==> src/rtl/reorder_buffer.sv <==
// In-order retirement queue: allocates entries at decode, captures CDB results,
// retires strictly in program order and flushes everything on a head mispredict.
module reorder_buffer #(
    parameter int ROB_SIZE = 16,
    parameter int ID_W     = 4
) (
    input  logic            clk,
    input  logic            rst,
    input  logic            rdy,
    input  logic            ID_valid,
    input  logic            ID_rd_valid,
    input  logic [4:0]      ID_rd,
    input  logic            ID_is_branch,
    input  logic            ID_is_store,
    input  logic            ID_pred_taken,
    input  logic [31:0]     ID_pc,
    output logic            ROB_full,
    output logic [ID_W-1:0] ROB_alloc_id,
    input  logic            CDB_valid,
    input  logic [ID_W-1:0] CDB_ROB_id,
    input  logic [31:0]     CDB_value,
    input  logic            CDB_taken,
    input  logic [31:0]     CDB_target,
    output logic            RF_input_valid,
    output logic [4:0]      RF_rd,
    output logic [31:0]     RF_value,
    output logic [ID_W-1:0] RF_commit_ROB_id,
    output logic            LSB_store_commit,
    output logic [ID_W-1:0] LSB_store_ROB_id,
    output logic            ROB_roll_back_flag,
    output logic [31:0]     ROB_roll_back_pc
);

    logic [ROB_SIZE-1:0] busy;
    logic [ROB_SIZE-1:0] ready;
    logic [ROB_SIZE-1:0] rd_valid;
    logic [ROB_SIZE-1:0] is_branch;
    logic [ROB_SIZE-1:0] is_store;
    logic [ROB_SIZE-1:0] pred_taken;
    logic [ROB_SIZE-1:0] taken;
    logic [4:0]          rd     [ROB_SIZE];
    logic [31:0]         value  [ROB_SIZE];
    logic [31:0]         pc     [ROB_SIZE];
    logic [31:0]         target [ROB_SIZE];

    logic [ID_W-1:0] head;
    logic [ID_W-1:0] tail;
    logic [ID_W:0]   count;

    logic commit_fire;
    logic mispredict;
    logic issue_fire;
    logic wb_fire;

    assign ROB_alloc_id = tail;
    assign ROB_full     = (count == (ID_W+1)'(ROB_SIZE));

    // A mispredict at the head discards any issue or writeback in the same cycle.
    // Issue while full is only accepted when the head retires on the same edge.
    always_comb begin
        commit_fire = rdy && busy[head] && ready[head];
        mispredict  = commit_fire && is_branch[head] && (taken[head] != pred_taken[head]);
        issue_fire  = rdy && ID_valid && (!ROB_full || commit_fire) && !mispredict;
        wb_fire     = rdy && CDB_valid && busy[CDB_ROB_id] && !mispredict;
    end

    always_ff @(posedge clk) begin
        if (rst) begin
            head       <= '0;
            tail       <= '0;
            count      <= '0;
            busy       <= '0;
            ready      <= '0;
            rd_valid   <= '0;
            is_branch  <= '0;
            is_store   <= '0;
            pred_taken <= '0;
            taken      <= '0;
            for (int i = 0; i < ROB_SIZE; i++) begin
                rd[i]     <= '0;
                value[i]  <= '0;
                pc[i]     <= '0;
                target[i] <= '0;
            end
        end else if (rdy) begin
            if (mispredict) begin
                head  <= '0;
                tail  <= '0;
                count <= '0;
                busy  <= '0;
                ready <= '0;
            end else begin
                if (wb_fire) begin
                    ready[CDB_ROB_id]  <= 1'b1;
                    value[CDB_ROB_id]  <= CDB_value;
                    taken[CDB_ROB_id]  <= CDB_taken;
                    target[CDB_ROB_id] <= CDB_target;
                end
                if (commit_fire) begin
                    busy[head]  <= 1'b0;
                    ready[head] <= 1'b0;
                    head        <= head + ID_W'(1);
                end
                // Written last so that, when full, the slot freed by commit is refilled.
                if (issue_fire) begin
                    busy[tail]       <= 1'b1;
                    ready[tail]      <= 1'b0;
                    rd_valid[tail]   <= ID_rd_valid;
                    rd[tail]         <= ID_rd;
                    is_branch[tail]  <= ID_is_branch;
                    is_store[tail]   <= ID_is_store;
                    pred_taken[tail] <= ID_pred_taken;
                    pc[tail]         <= ID_pc;
                    tail             <= tail + ID_W'(1);
                end
                case ({issue_fire, commit_fire})
                    2'b10:   count <= count + (ID_W+1)'(1);
                    2'b01:   count <= count - (ID_W+1)'(1);
                    default: count <= count;
                endcase
            end
        end
    end

    always_ff @(posedge clk) begin
        if (rst) begin
            RF_input_valid     <= 1'b0;
            RF_rd              <= '0;
            RF_value           <= '0;
            RF_commit_ROB_id   <= '0;
            LSB_store_commit   <= 1'b0;
            LSB_store_ROB_id   <= '0;
            ROB_roll_back_flag <= 1'b0;
            ROB_roll_back_pc   <= '0;
        end else begin
            RF_input_valid     <= 1'b0;
            LSB_store_commit   <= 1'b0;
            ROB_roll_back_flag <= 1'b0;
            if (commit_fire) begin
                RF_commit_ROB_id <= head;
                if (!is_branch[head] && rd_valid[head] && (rd[head] != 5'd0)) begin
                    RF_input_valid <= 1'b1;
                    RF_rd          <= rd[head];
                    RF_value       <= value[head];
                end
                if (is_store[head]) begin
                    LSB_store_commit <= 1'b1;
                    LSB_store_ROB_id <= head;
                end
                if (mispredict) begin
                    ROB_roll_back_flag <= 1'b1;
                    ROB_roll_back_pc   <= taken[head] ? target[head] : pc[head] + 32'd4;
                end
            end
        end
    end

endmodule
==> config.mk <==
export PLATFORM = sky130hd
export DESIGN_NAME = reorder_buffer
export DESIGN_NICKNAME = d
export VERILOG_FILES = /design/src/rtl/reorder_buffer.sv
export SDC_FILE = /design/constraint.sdc
export NUM_CORES = 2
export LEC_CHECK = 0
export BUFFER_PORTS_ARGS = -buffer_cell sky130_fd_sc_hd__buf_2
export CAP_MARGIN = 10
export CORE_MARGIN = 1.5
export CORE_UTILIZATION = 60
export DETAILED_ROUTE_END_ITERATION = 10
export GPL_TIMING_DRIVEN = 0
export PLACE_DENSITY_LB_ADDON = 0.1
export SYNTH_ARGS = -nofsm -noshare
export SYNTH_HDL_FRONTEND = slang
export SYNTH_SLANG_ARGS = --single-unit
==> constraint.sdc <==
create_clock -name clk -period 10.59 [get_ports clk]
set_input_delay 2.118 -clock clk [delete_from_list [all_inputs] [get_ports clk]]
set_output_delay 2.118 -clock clk [all_outputs]
set_load 0.02 [all_outputs]
## Yosys cells after proc, flatten, opt, wreduce, memory -nomap -nowiden

Memories as Yosys holds them, arrays and structs flattened. A register that Yosys moved wholly into a read port is not among the register bits.
Cells that the tools add are included.

| cells by class | value |
|---|---|
| $add $sub $neg | 5 |
| $mul | 0 |
| divide/modulo/power cells | 0 |
| $lt $le $gt $ge | 6 |
| equal/unequal tests | 4 |
| shift operators | 0 |
| muxes and demuxes | 83 |
| bitwise logic cells | 9 |
| reductions and logical operators | 36 |

Operators with widths:

| operator | number |
|---|---|
| 16-bit two-way mux | 16 |
| 32-bit two-way mux | 4 |
| 32-bit OR reduction | 3 |
| 16-bit bitwise mux | 5 |
| 4-bit two-way mux | 14 |
| 16-bit AND | 3 |
| 32-bit by 3-bit adder with 32-bit output, second input constant | 1 |
| 1-bit binary-select mux with 4-bit select | 8 |
| 16-bit inverter | 2 |
| 16-bit bitwise OR | 2 |
| 1-bit two-way mux | 30 |
| 1-bit logical AND | 15 |
| 4-bit by 5-bit less-than comparator with 1-bit output, second input constant | 3 |
| 1-bit demux with 4-bit select | 3 |
| 4-bit by 1-bit greater-or-equal comparator with 1-bit output, second input constant | 3 |
| 2-bit AND reduction | 6 |
| 5-bit two-way mux | 2 |
| 5-bit one-hot mux with 2 select lines | 1 |
| 4-bit by 1-bit adder with 4-bit output, second input constant | 2 |
| 3-bit AND reduction | 2 |
| 5-bit by 1-bit adder with 5-bit output, second input constant | 1 |
| 5-bit == test, second input constant | 1 |
| 5-bit nonzero test | 1 |
| 5-bit OR reduction | 1 |
| 10 further kinds | 14 |

| storage, ports and cells | value |
|---|---|
| register bits | 173 |
| latch bits | 0 |
| memory bits (writable) | 1616 |
| memory bits (read-only) | 0 |
| bits of input ports | 115 |
| output and inout port bits | 85 |
| word-level logic and storage cells | 164 |
| memories kept | 4 |

Memories:

| memory | words | width | read ports | clocked after memory_dff | write ports | line | text |
|---|---|---|---|---|---|---|---|
| pc | 16 | 32 | 1 | 1 | 16 | 43 | `logic [31:0] pc [ROB_SIZE];` |
| target | 16 | 32 | 1 | 1 | 16 | 44 | `logic [31:0] target [ROB_SIZE];` |
| value | 16 | 32 | 1 | 1 | 16 | 42 | `logic [31:0] value [ROB_SIZE];` |
| rd | 16 | 5 | 1 | 1 | 16 | 41 | `logic [4:0] rd [ROB_SIZE];` |

## Longest topological paths before layout

| logic depth | value |
|---|---|
| depth after elaboration | 20 |
| mapped depth | 15 |

## Least setup slack after synthesis

No wires, ideal clock.

| timing | value |
|---|---|
| path kind | input -> register |
| start point | in CDB_ROB_id[0] |
| end point | mem target[15][0] (enable) |
| setup time | 0.574 ns |
| arrival time | 7.617 ns |
| required time | 10.016 ns |
| path slack | 2.398 ns |
| stages on the path | 5 |
| path buffers | 1 |
| cell sequence | clkbuf_1 mux4_2 nand4_1 nand2b_1 o21ai_0 |

RTL lines:

| what | line | text |
|---|---|---|
| start, declared | 20 | `input logic [ID_W-1:0] CDB_ROB_id,` |
| end, declared | 44 |  |

==> flow_metrics.tcl <==
set metrics [dict create \
    dp_slack_ps 4224 \
    p_sw_share_pct 21.78 \
    via_count 50036 \
    yosysSeqAreaShare_pct 64.42 \
    fmax_mhz 164.1 \
    status "finished, violations left" \
    maxSlewViolCount 6 \
    rows 135 \
    multi_input_area_mm2 0.02721 \
    antenna_found_initial 32 \
    cts_max_path_buffers 3 \
    clkLatencyLatePin_ps 840 \
    grt_pass1_wl_um 354600 \
    synth-edff-count 1616 \
    overflow 0 \
    cts_resized 0 \
    p_leak_nw 33.19 \
    max_cap_viol_count 0 \
    dieArea_mm2 0.1386 \
    finalSetupViolCount 0 \
    ys_ff_latch 1825 \
    syn_area_mm2 0.08182 \
    detail-route-antenna-nets 0 \
    ys.flop_type "edfxtp_1" \
    h-tree-depth 4 \
    vias_per_cell 6.546 \
    worst-setup-path-type "flop to flop" \
    io_pins 200 \
    grt_max_degree 41 \
    critPathMaxFanout 10 \
    drt_iter0_markers 7450 \
    vdd_drop_max_v 0.0001651 \
    p_clk_share_pct 42.5 \
    rsz0062_at_grt "no" \
    synthToLayoutAreaGrowth_pct 12.75 \
    intPower_mw 11.86 \
    p_total_mw 15.16 \
    combinationalPowerShare_pct 4.1 \
    grt_usage_pct 36.95 \
    rr_worst_depth 9 \
    hold_violations 0 \
    slew_headroom_pct -2.519 \
    required_ps 11270 \
    port-buffer-count 192 \
    min_period_ps 6094 \
    nNetsFinal 5817 \
    core_mm2 0.1355 \
    syn_nets 5380 \
    synthArstFlopShare_pct 0 \
    start_util_pct 60.40 \
    synth_cells 5254 \
    violations "slew limit" \
    syn_avg_cell_area_um2 15.57 \
    cp-start-kind "flop" \
    setup_ws_ps 4496 \
    dp_hpwl_um 167000 \
    fin_util_pct 68.10 \
    die_h_um 372.3 \
    worstMarginPinSlew_ps 1538 \
    min_delay_path_depth 2 \
    cts_tree "yes" \
    worstPathArrival_ps 6770 \
    layout-drive-gt1-share_pct 20.23 \
    ctsHoldBuffers 0 \
    reg2reg_slack_ps 4500 \
    cts_root_buf "clkbuf_16" \
    clock-sinks 1825 \
    place.gp.congestion 0.9494 \
    drcViolationCount 0 \
    wire_per_inst_um 33.10 \
    power.switching_mw 3.301 \
    hp-class "flop to flop" \
    final.fill_count 9333 \
    yosysWarnings 0 \
    crit_path_end_kind "flop" \
    powerDensity_mw_per_mm2 164.3 \
    skew_ps 34.20 \
    ys_types 73 \
    seqPwrFrac_pct 53.3 \
    clkTransAtPathRegs_ps 60 \
    first_pass_iters 6 \
    cts_setup_buffers 0 \
    finalCritPeriodShare_pct 57.55 \
    wirelength_um 253000 \
    grt_pass1_vias 49484 \
    regArea_mm2 0.05271 \
    die_x_um 372.3 \
    numCtsBuffers 183 \
]
power by group through the flow:
stage	Sequential, mW	Combinational, mW	Clock, mW
after floorplan	8.23	0.296	0
after global placement	8.27	0.553	0
after detailed placement	8.24	0.611	0
after CTS	8.09	0.614	6.44
after global routing	8.10	0.645	6.69
final	8.09	0.624	6.45
area by class of cell:
cell class | count | area share [%]
Clock buffer | 256 | 5.552
Timing Repair Buffer | 252 | 2.296
Buffer | 459 | 2.150
Antenna cell | 14 | 0.03797
Tap cell | 1781 | 2.415
Multi-Input combinational cell | 2942 | 29.49
Clock inverter | 87 | 0.8110
Inverter | 28 | 0.1139
Sequential cell | 1825 | 57.13
path summary, 6_finish.rpt:
check                                   start                          endpoint
max reg2reg                              flop  ROB_roll_back_pc[4]$_SDFFE_PP0P_
max                                      flop  ROB_roll_back_pc[4]$_SDFFE_PP0P_
min          ROB_roll_back_pc[5]$_SDFFE_PP0P_  ROB_roll_back_pc[5]$_SDFFE_PP0P_
min reg2reg  ROB_roll_back_pc[5]$_SDFFE_PP0P_  ROB_roll_back_pc[5]$_SDFFE_PP0P_
synthesized netlist by cell type, drive strengths merged, types with 29 or more instances:
cell / number / area [µm²]
a31oi: 29 / 181.4
nand3: 32 / 170.2
nor3: 40 / 225.2
mux4: 518 / 11670
a21oi: 32 / 160.2
edfxtp: 1616 / 48530
clkbuf: 371 / 1393
and2: 1637 / 10240
nand2: 112 / 420.4
mux2i: 64 / 640.6
and3: 33 / 206.5
buf: 88 / 588.1
dfxtp: 209 / 4184
a22o: 78 / 683.2
nor2: 133 / 499.2
through the flow:
stage	instance area, µm²	hold slack [ps]	TNS, ps	cells
floorplan	81820	424.2	0	5254
global placement	85010	439.2	-826030	7227
global route	92240	469.2	0	7636
finish	92260	449.2	0	7644
detailed placement	86290	443.8	0	7284
CTS	92160	452.2	0	7627
registers in the layout, summed over array words and instances (netlist names), 16 cells and up, named ones only:
name	cells
pc	512
target	512
value	512
rd	80
RF_value	32
ROB_roll_back_pc	32
busy	16
is_branch	16
is_store	16
pred_taken	16
rd_valid	16
ready	16
taken	16
cells in the final DEF (no fill, tap or decap), types with 18 or more instances in the layout:
master / instances
and2_1: 1637
edfxtp_1: 1616
mux4_2: 518
clkbuf_1: 424
buf_2: 237
dfxtp_1: 209
clkbuf_16: 190
nor2_1: 119
nand2_1: 99
a22o_1: 78
mux2i_1: 64
nor3_1: 35
and3_1: 33
a21oi_1: 32
clkinv_2: 31
nand3_1: 30
clkinv_1: 30
a31oi_1: 29
buf_12: 25
a22oi_1: 19
buf_4: 19
buf_16: 18
worst max-delay path: stages (launching register included):
cell	delay, ps
dfxtp_1	470
clkbuf_1	550
clkbuf_1	750
buf_2	670
buf_2	650
clkbuf_1	1090
clkbuf_1	960
mux4_2	490
o211ai_1	210
a21oi_1	90
kinds of logic (layout without fill, tap and decap cells):
kind of cell	Yosys count	count (layout)	share of synthesized area, %
xor gates and xnor gates	26	26	0.2783
DFF	1825	1825	64.42
buffers and inverters	487	1082	2.549
and+or+nand+nor	2049	2049	14.96
other	0	14	0
AOI/OAI and AO/OA	273	273	2.567
adders and majority gates	11	11	0.1682
muxes	583	583	15.05
routing by layer:
metal | wire length [µm] | vias up | GRT usage [%]
li1 | - | 20478 | -
met1 | 92290 | 25588 | 48.92
met2 | 116600 | 3253 | 56.84
met3 | 30530 | 689 | 10.11
met4 | 13470 | 28 | 18.29
met5 | 159 | - | 0
(Power assumes the default switching activity.)
